===== config.mk =====
export PLATFORM = sky130hd
export DESIGN_NAME = noc_route_unit
export DESIGN_NICKNAME = d
export VERILOG_FILES = /design/src/rtl/noc_pkg.sv /design/src/rtl/dor_route_calc.sv /design/src/rtl/noc_route_unit.sv
export SDC_FILE = /design/constraint.sdc
export NUM_CORES = 1
export LEC_CHECK = 0
export CAP_MARGIN = 5
export CELL_PAD_IN_SITES_DETAIL_PLACEMENT = 0
export CELL_PAD_IN_SITES_GLOBAL_PLACEMENT = 1
export CORE_MARGIN = 2
export CORE_UTILIZATION = 21
export CTS_CLUSTER_DIAMETER = 30
export CTS_CLUSTER_SIZE = 16
export DETAILED_ROUTE_END_ITERATION = 10
export PLACE_DENSITY_LB_ADDON = 0.1
export SLEW_MARGIN = 20
export SYNTH_ARGS = -nofsm -noshare
export SYNTH_HDL_FRONTEND = slang
export SYNTH_SLANG_ARGS = --single-unit

===== constraint.sdc =====
create_clock -name clk_i -period 1.3 [get_ports clk_i]
set_input_delay 0.26 -clock clk_i [delete_from_list [all_inputs] [get_ports clk_i]]
set_output_delay 0.26 -clock clk_i [all_outputs]
set_load 0.02 [all_outputs]

===== src/rtl/noc_pkg.sv =====
// Shared types for the mesh NoC route unit: direction codes, FSM states, routing modes.
package noc_pkg;

    typedef enum logic [2:0] {
        DIR_N    = 3'b000,
        DIR_S    = 3'b001,
        DIR_W    = 3'b010,
        DIR_E    = 3'b011,
        DIR_L    = 3'b100,
        DIR_NONE = 3'b111
    } dir_e;

    typedef enum logic [1:0] {
        ST_IDLE,
        ST_REQ,
        ST_LOCK
    } route_state_e;

    localparam logic ROUTE_YX = 1'b0;
    localparam logic ROUTE_XY = 1'b1;

    localparam int NUM_DIRS = 5;

endpackage


===== src/rtl/dor_route_calc.sv =====
// Combinational dimension-order route decision (YX or XY) with out-of-mesh detection.
module dor_route_calc
    import noc_pkg::*;
#(
    parameter int COORD_W = 4,
    parameter int X_MAX   = 15,
    parameter int Y_MAX   = 15
) (
    input  logic [2*COORD_W-1:0] dest,
    input  logic [2*COORD_W-1:0] router_addr,
    input  logic                 mode,
    output dir_e                 dir,
    output logic                 addr_err
);

    logic [COORD_W-1:0] dx, dy, rx, ry;
    logic               x_gt, y_gt, x_ne, y_ne;

    assign dx = dest[2*COORD_W-1:COORD_W];
    assign dy = dest[COORD_W-1:0];
    assign rx = router_addr[2*COORD_W-1:COORD_W];
    assign ry = router_addr[COORD_W-1:0];

    assign x_gt = dx > rx;
    assign y_gt = dy > ry;
    assign x_ne = dx != rx;
    assign y_ne = dy != ry;

    // Widen before comparing so a mesh that fills the coordinate range stays a plain compare.
    assign addr_err = (32'(dx) > X_MAX) || (32'(dy) > Y_MAX);

    always_comb begin
        dir = DIR_L;
        if (addr_err || (!x_ne && !y_ne)) begin
            dir = DIR_L;
        end else if (mode == ROUTE_XY) begin
            if (x_ne) dir = x_gt ? DIR_E : DIR_W;
            else      dir = y_gt ? DIR_S : DIR_N;
        end else begin
            if (y_ne) dir = y_gt ? DIR_S : DIR_N;
            else      dir = x_gt ? DIR_E : DIR_W;
        end
    end

endmodule


===== src/rtl/noc_route_unit.sv =====
// Per-input-port route unit: routes head flit, requests output, locks route until tail.
// Optional per-direction grant counters under ROUTE_STATS_EN.
module noc_route_unit
    import noc_pkg::*;
#(
    parameter int COORD_W = 4,
    parameter int X_MAX   = 15,
    parameter int Y_MAX   = 15,
    parameter int STAT_W  = 16
) (
    input  logic                       clk_i,
    input  logic                       rst_ni,
    input  logic [2*COORD_W-1:0]       router_addr_i,
    input  logic                       mode_i,
    input  logic                       flit_valid_i,
    input  logic                       flit_head_i,
    input  logic                       flit_tail_i,
    input  logic [2*COORD_W-1:0]       flit_dest_i,
    output logic                       flit_ready_o,
    output logic                       route_valid_o,
    output logic [2:0]                 route_o,
    input  logic                       route_ready_i,
    input  logic                       out_ready_i,
    output logic                       pkt_active_o,
    output logic                       err_o,
    output logic [NUM_DIRS*STAT_W-1:0] stat_cnt_o
);

    route_state_e state;
    dir_e         calc_dir;
    logic         calc_err;
    logic         flit_acc;
    logic         head_seen;

    dor_route_calc #(
        .COORD_W(COORD_W),
        .X_MAX  (X_MAX),
        .Y_MAX  (Y_MAX)
    ) u_calc (
        .dest       (flit_dest_i),
        .router_addr(router_addr_i),
        .mode       (mode_i),
        .dir        (calc_dir),
        .addr_err   (calc_err)
    );

    // Stray non-head flits in IDLE are accepted so they drain instead of blocking the port.
    always_comb begin
        flit_ready_o = 1'b0;
        case (state)
            ST_IDLE: flit_ready_o = flit_valid_i && !flit_head_i;
            ST_LOCK: flit_ready_o = out_ready_i;
            default: flit_ready_o = 1'b0;
        endcase
        if (!rst_ni) flit_ready_o = 1'b0;
    end

    assign flit_acc = flit_valid_i && flit_ready_o;

    always_ff @(posedge clk_i or negedge rst_ni) begin
        if (!rst_ni) begin
            state         <= ST_IDLE;
            route_valid_o <= 1'b0;
            route_o       <= DIR_NONE;
            pkt_active_o  <= 1'b0;
            err_o         <= 1'b0;
            head_seen     <= 1'b0;
        end else begin
            err_o <= 1'b0;
            case (state)
                ST_IDLE: begin
                    if (flit_valid_i && flit_head_i) begin
                        state         <= ST_REQ;
                        route_o       <= calc_dir;
                        route_valid_o <= 1'b1;
                        err_o         <= calc_err;
                    end else if (flit_acc) begin
                        err_o <= 1'b1;
                    end
                end
                ST_REQ: begin
                    if (route_ready_i) begin
                        state         <= ST_LOCK;
                        route_valid_o <= 1'b0;
                        pkt_active_o  <= 1'b1;
                        head_seen     <= 1'b0;
                    end
                end
                ST_LOCK: begin
                    if (flit_acc) begin
                        head_seen <= 1'b1;
                        // The first flit through is the packet's own head; any later head means a lost tail.
                        if (flit_head_i && head_seen) err_o <= 1'b1;
                        if (flit_tail_i) begin
                            state        <= ST_IDLE;
                            pkt_active_o <= 1'b0;
                            route_o      <= DIR_NONE;
                        end
                    end
                end
                default: state <= ST_IDLE;
            endcase
        end
    end

`ifdef ROUTE_STATS_EN
    logic [NUM_DIRS-1:0][STAT_W-1:0] cnt;

    always_ff @(posedge clk_i or negedge rst_ni) begin
        if (!rst_ni) begin
            cnt <= '0;
        end else if (state == ST_REQ && route_ready_i) begin
            for (int d = 0; d < NUM_DIRS; d++) begin
                if (route_o == 3'(d) && cnt[d] != '1) cnt[d] <= cnt[d] + 1'b1;
            end
        end
    end

    assign stat_cnt_o = cnt;
`else
    assign stat_cnt_o = '0;
`endif

endmodule


==> impl_metrics.yaml, run 1 <==
outcome:
  status: "finished, violations left"
  violations: "setup timing"
sta:
  finalSetupViolCount: 2
  period_share: 1.045
  finalHoldViolCount: 0
  slew_viol_final: 0
  period_needed_ps: 1358
  skew_ps: 0.3024
  setup_slack_ps: -58.22
  rsz0062_at_grt: "true"
  fmax_mhz: 736.3
floorplan:
  initial_utilization: 0.2143
  io_pins: 111
  placementRows: 28
  dieHeight_um: 81.04
  fp.dieW_um: 81.04
  die_area_sq_um: 6567
  core-area_sq_um: 5816
logic_synthesis:
  synth-seq-cells: 9
  synthCells: 153
  netlist.area_leader.share: 0.4819
  synth.avg_cell_area_sq_um: 8.145
  synth_cell_types: 30
  synth_top_area_cell: "buf_4"
  yosys_warnings: 0
  yosysSeqAreaShare: 0.1837
  yosys-top-cells-area: "buf_4 (48%), dfrtp_1 (12%), ha_1 (8.0%)"
  netlist_area_sq_um: 1246
clocking:
  path_clk_slew_ps: 50
  cts_tree: "yes"
  ctsHoldBuffers: 0
  cts_made_buffers: 3
  clk_path_buf_depth: 2
  root_buffer: "clkbuf_8"
  cts.sinks: 9
  htreeDepth: 1
  clock_latency_ps: 230
worst_setup_path:
  worstPathArrival_ps: 1100
  critPathKind: "reg2out"
  crit_path_end_kind: "primary output"
  cp_max_fo: 3
  crit_required_ps: 1040
  worst_setup_path_start_kind: "register"
power:
  p_leak_nw: 0.8611
  p_switching_w: 0.0007518
  internal_power_w: 0.0009889
  ir_drop_uv: 361.5
  power_frac_clock: 0.191
  finalPower_w: 0.001741
  power_density_nw_per_um2: 1096
  switching_share: 0.4319
  power_frac_comb: 0.547
  pwr-share-seq: 0.262
route:
  drt_wl_total_mm: 2.286
  dr_total_vias: 863
  wl_per_cell_um: 8.253
  drt_iter0_drc: 13
  ant_nets: 0
  vias_per_cell: 3.116
  drc: 0
  dr.pass1.iters: 4
global_route:
  grt_pass1_vias: 709
  grt-ovfl-total: 0
  track_usage: 0.06104
  grt_max_degree: 10
  grt_pass1_wl_mm: 3.111
  antenna_found_initial: 0
worst_hold_path:
  hp-class: "in2async"
layout:
  final_cell_mix: "conb_1 (80), dlygate4sd2_1 (19), buf_4 (14)"
  mostFrequentLayoutCell: "conb_1"
  drive_gt1_frac: 0.2426
  area_growth_pct: 27.41
  antennaDiodeCount: 0
  finalNetCount: 235
  fin_cells: 277
job:
  max-cap-violations: 0
placed_design:
  gp_congestion: 0.7063
  place_inst: 270
  port_buffers: 30
  dp_hpwl_mm: 1.895
[routing by layer]
| layer | up-vias | wire (um) | global-route usage |
|---|---|---|---|
| li1 | 430 | - | - |
| met1 | 375 | 905 | 0.07253 |
| met2 | 56 | 1130 | 0.1050 |
| met3 | 2 | 236 | 0.01444 |
| met4 | 0 | 13 | 0.02542 |
| met5 | - | 0 | 0 |
[registers in the layout, indices dropped and copies added, names as in the netlist]
| signal | cells |
|---|---|
| route_o | 3 |
| state | 2 |
| err_o | 1 |
| head_seen | 1 |
| pkt_active_o | 1 |
| route_valid_o | 1 |
[cell type report]
cell class | count | area [sq um]
clock inverters | 1 | 5.005
well taps | 75 | 93.84
flip-flops and latches | 9 | 229.0
clock buffers | 3 | 41.29
fillers | 663 | 4228
multi-input cells | 133 | 768.2
repair buffers | 47 | 416.7
inverters | 9 | 33.78
[metrics by stage]
step	TNS [ps]	setup WS (ps)	instance area, sq um	hold WS, ps	util
after global routing	-194.8	-110.2	1588	222.7	0.2730
final	-65.18	-58.22	1588	202.8	0.2730
after detailed placement	-3698	-618.9	1430	509.8	0.2459
after global placement	-3623	-616.9	1430	524.7	0.2459
after CTS	-110.2	-110.2	1545	203.7	0.2657
after floorplan	0	15.30	1543	-35.59	-
[power by group through the flow]
| stage | logic (W) | clock network (W) | registers [W] |
|---|---|---|---|
| after floorplan | 0.000683 | 0 | 0.000532 |
| after global placement | 0.000910 | 0 | 0.000464 |
| after detailed placement | 0.000916 | 0 | 0.000459 |
| after CTS | 0.000916 | 0.000343 | 0.000455 |
| after global routing | 0.00105 | 0.000358 | 0.000469 |
| final | 0.000951 | 0.000333 | 0.000457 |
[final timing paths]
| path | startpoint | endpoint | slack (ps) | cells after the start |
|---|---|---|---|---|
| worst max-delay path | state[1]$_DFFE_PN0P_ | flit_ready_o | -60 | 4 |
| worst min-delay path | rst_ni | pkt_active_o$_DFFE_PN0P_ | 200 | 3 |
| worst max register to register | state[1]$_DFFE_PN0P_ | state[1]$_DFFE_PN0P_ | -10 | 7 |
| worst min register to register | route_valid_o$_DFFE_PN0P_ | route_valid_o$_DFFE_PN0P_ | 510 | 2 |
| max in group asynchronous | rst_ni | route_o[0]$_DFFE_PN1P_ | 880 | 3 |
| min in group clk_i | route_valid_o$_DFFE_PN0P_ | route_valid_o$_DFFE_PN0P_ | 510 | 2 |
[timing repair]
item	in CTS	in global routing
buffers inserted	1	2
cloned	0	0
setup endpoints to repair	14	6
pin swaps	18	12
resized for setup	56	12
[worst max-delay path: stages, from the launching register on]
cell and delay [ps]:
dfrtp_1 410, nor2_2 100, nand2_2 70, a21oi_4 140, buf_6 130
[synthesized netlist by cell type]
master	count
buf_4	80
inv_1	9
o21ai_0	9
ha_1	8
a21oi_1	6
dfrtp_1	6
nor2_1	4
dfstp_2	3
nand2_1	3
nand2b_1	2
nand3_1	2
nor2_2	2
nor2b_1	2
a21bo_1	1
a21o_1	1
a21oi_4	1
a31oi_1	1
and3_1	1
and4_1	1
buf_6	1
conb_1	1
nand2_2	1
nand3b_2	1
nand4_1	1
nor2b_2	1
nor3_1	1
o211ai_1	1
o21ai_1	1
o21bai_1	1
o22ai_1	1
[cell families (layout without fill, tap and decap cells)]
logic type	count (synthesis)	in the layout	synth area share
buffers and inverters	90	60	0.5181
adder cells (fa/ha/maj)	8	8	0.08032
flip-flops	9	9	0.1837
AO/OA/AOI/OAI	23	23	0.1135
other	1	80	0.003009
AND/OR/NAND/NOR	22	22	0.1014
Note: power is estimated with default switching activity, not from simulation.
==> inputs of run 2 (changes only) <==
--- a/config.mk
+++ b/config.mk
@@ -8,6 +8,7 @@
 export CAP_MARGIN = 5
 export CELL_PAD_IN_SITES_DETAIL_PLACEMENT = 0
 export CELL_PAD_IN_SITES_GLOBAL_PLACEMENT = 1
+export CORE_ASPECT_RATIO = 1.2
 export CORE_MARGIN = 2
 export CORE_UTILIZATION = 21
 export CTS_CLUSTER_DIAMETER = 30
==> impl_metrics.yaml, run 2 (synthesis results as in run 1) <==
sta:
  rsz0062_at_grt: "true"
  finalHoldViolCount: 0
  slew_viol_final: 0
  skew_ps: 2.016
  fmax_mhz: 731.2
  setup_tns_ps: -67.62
  setup_slack_ps: -67.62
  finalSetupViolCount: 1
  period_needed_ps: 1368
  period_share: 1.052
  whs_ps: 95.30
worst_setup_path:
  crit_path_end_kind: "primary output"
  cp-startpoint: "out_ready_i"
  reg2reg_slack_ps: 40
  crit_chain: "clkdlybuf4s50_1 > nand2_1 > a21oi_4 > buf_6"
  reg2reg_depth: 6
  cp_max_fo: 2
  critPathKind: "in2out"
  worstPathArrival_ps: 1110
  crit_required_ps: 1040
  r2r-start: "state[1]$_DFFE_PN0P_"
  worst_setup_path_start_kind: "input pin"
  regToRegEndpoint: "state[1]$_DFFE_PN0P_"
  critPathMaxStageDelay_ps: 460
  cp_slowest_cell: "clkdlybuf4s50_1"
  crit_end: "flit_ready_o"
floorplan:
  initial_utilization: 0.2184
  placementRows: 30
  die_area_sq_um: 6569
  io_pins: 111
  core-area_sq_um: 5705
  fp.dieW_um: 74.32
  dieHeight_um: 88.39
global_route:
  grt_pass1_wl_mm: 3.484
  use_met3: 0.01595
  grt_use_met1: 0.08121
  track_usage: 0.06876
  grt_max_degree: 11
  antenna_found_initial: 0
  grt_pass1_vias: 772
  busiest_layer: "met2"
  grtUsageMet2: 0.1209
  grt-ovfl-total: 0
route:
  drt_wl_total_mm: 2.427
  drt_iter0_drc: 47
  dr_total_vias: 868
  ant_nets: 0
  vias_per_cell: 3.122
  drc: 0
  dr.pass1.iters: 2
  wl_per_cell_um: 8.730
clocking:
  postCtsSetupBuffers: 0
  htreeDepth: 1
  clock_latency_ps: 230
  cts_made_buffers: 3
  root_buffer: "clkbuf_8"
  cts.sinks: 9
  cts_tree: "yes"
  ctsHoldBuffers: 0
  path_clk_slew_ps: 50
  clk_path_buf_depth: 2
layout:
  area_growth_pct: 23.80
  drive_gt1_frac: 0.2778
  largest_reg_flops: 3
  finalNetCount: 231
  final_cell_mix: "conb_1 (80), dlygate4sd2_1 (12), buf_4 (11)"
  mostFrequentLayoutCell: "conb_1"
  fin_cells: 278
  reg_top3: "route_o x3, state x2"
  regMostFlops: "route_o"
  antennaDiodeCount: 0
  post-route-cell-area_sq_um: 1543
placed_design:
  preCtsSetupSlack_ps: -618.8
  placed_cell_area_sq_um: 1429
  gp_congestion: 0.7791
  place_inst: 274
  dp_hpwl_mm: 2.062
  port_buffers: 30
power:
  p_leak_nw: 0.8279
  power_density_nw_per_um2: 1098
  ir_drop_uv: 278.3
job:
  max-cap-violations: 0
outcome:
  violations: "setup timing"
  status: "finished, violations left"
worst_hold_path:
  hp-class: "in2async"
-- run 2: cell count changes in the layout (fill, tap and decap cells not counted), sizes merged, moves of 2 or more --
cell           previous run  this run
buf                      19        17
clkbuf                    3        12
clkdlybuf4s15             5         2
dlygate4sd2              19        12
-- run 2: area by class of cell --
cell class / instances / area (sq um)
fill: 679 / 4163
multi-input combinational: 133 / 798.3
timing repair buffer: 43 / 336.6
sequential: 9 / 229.0
tap: 80 / 100.1
clock buffer: 4 / 45.04
inverter: 9 / 33.78
-- run 2: what timing repair did --
item,CTS,global route
pin swaps,18,14
resized for setup,58,27
setup endpoints to repair,14,8
-- run 2: per-layer routing --
| metal | part of all wire | wire length (um) | up-vias |
|---|---|---|---|
| met4 | 0.0091 | 22 | 0 |
| met2 | 0.52 | 1266 | 54 |
| met5 | 0 | 0 | - |
| met1 | 0.38 | 913 | 391 |
| met3 | 0.093 | 225 | 2 |
| li1 | - | - | 421 |
-- run 2: worst min path at each step --
stage                                         start                   endpoint  slack (ps)  depth (start not counted)
after global placement    route_valid_o$_DFFE_PN0P_  route_valid_o$_DFFE_PN0P_         500                          2
after floorplan                              rst_ni            err_o$_DFF_PN0_         -40                          0
final                                        rst_ni            err_o$_DFF_PN0_         100                          2
after detailed placement  route_valid_o$_DFFE_PN0P_  route_valid_o$_DFFE_PN0P_         510                          2
after CTS                                    rst_ni            err_o$_DFF_PN0_         100                          2
after global routing                         rst_ni            err_o$_DFF_PN0_         100                          2
-- run 2: report_power, final --
group	internal, W	switching (W)	leakage (nW)
combinational	0.000347	0.000574	0.700
clock	0.000213	0.000103	0.0228
sequential	0.000399	0.0000582	0.105
-- run 2: critical path, delay by kind of cell --
family,cells,cell delay [ps]
AO/OA/AOI/OAI,1,160
buffers and inverters,2,590
AND/OR/NAND/NOR,1,100
-- run 2: metrics by stage --
stage	power (W)	util
floorplan	0.001214	-
global placement	0.001381	0.2504
detailed placement	0.001385	0.2504
CTS	0.001716	0.2715
global route	0.001851	0.2704
finish	0.001694	0.2704
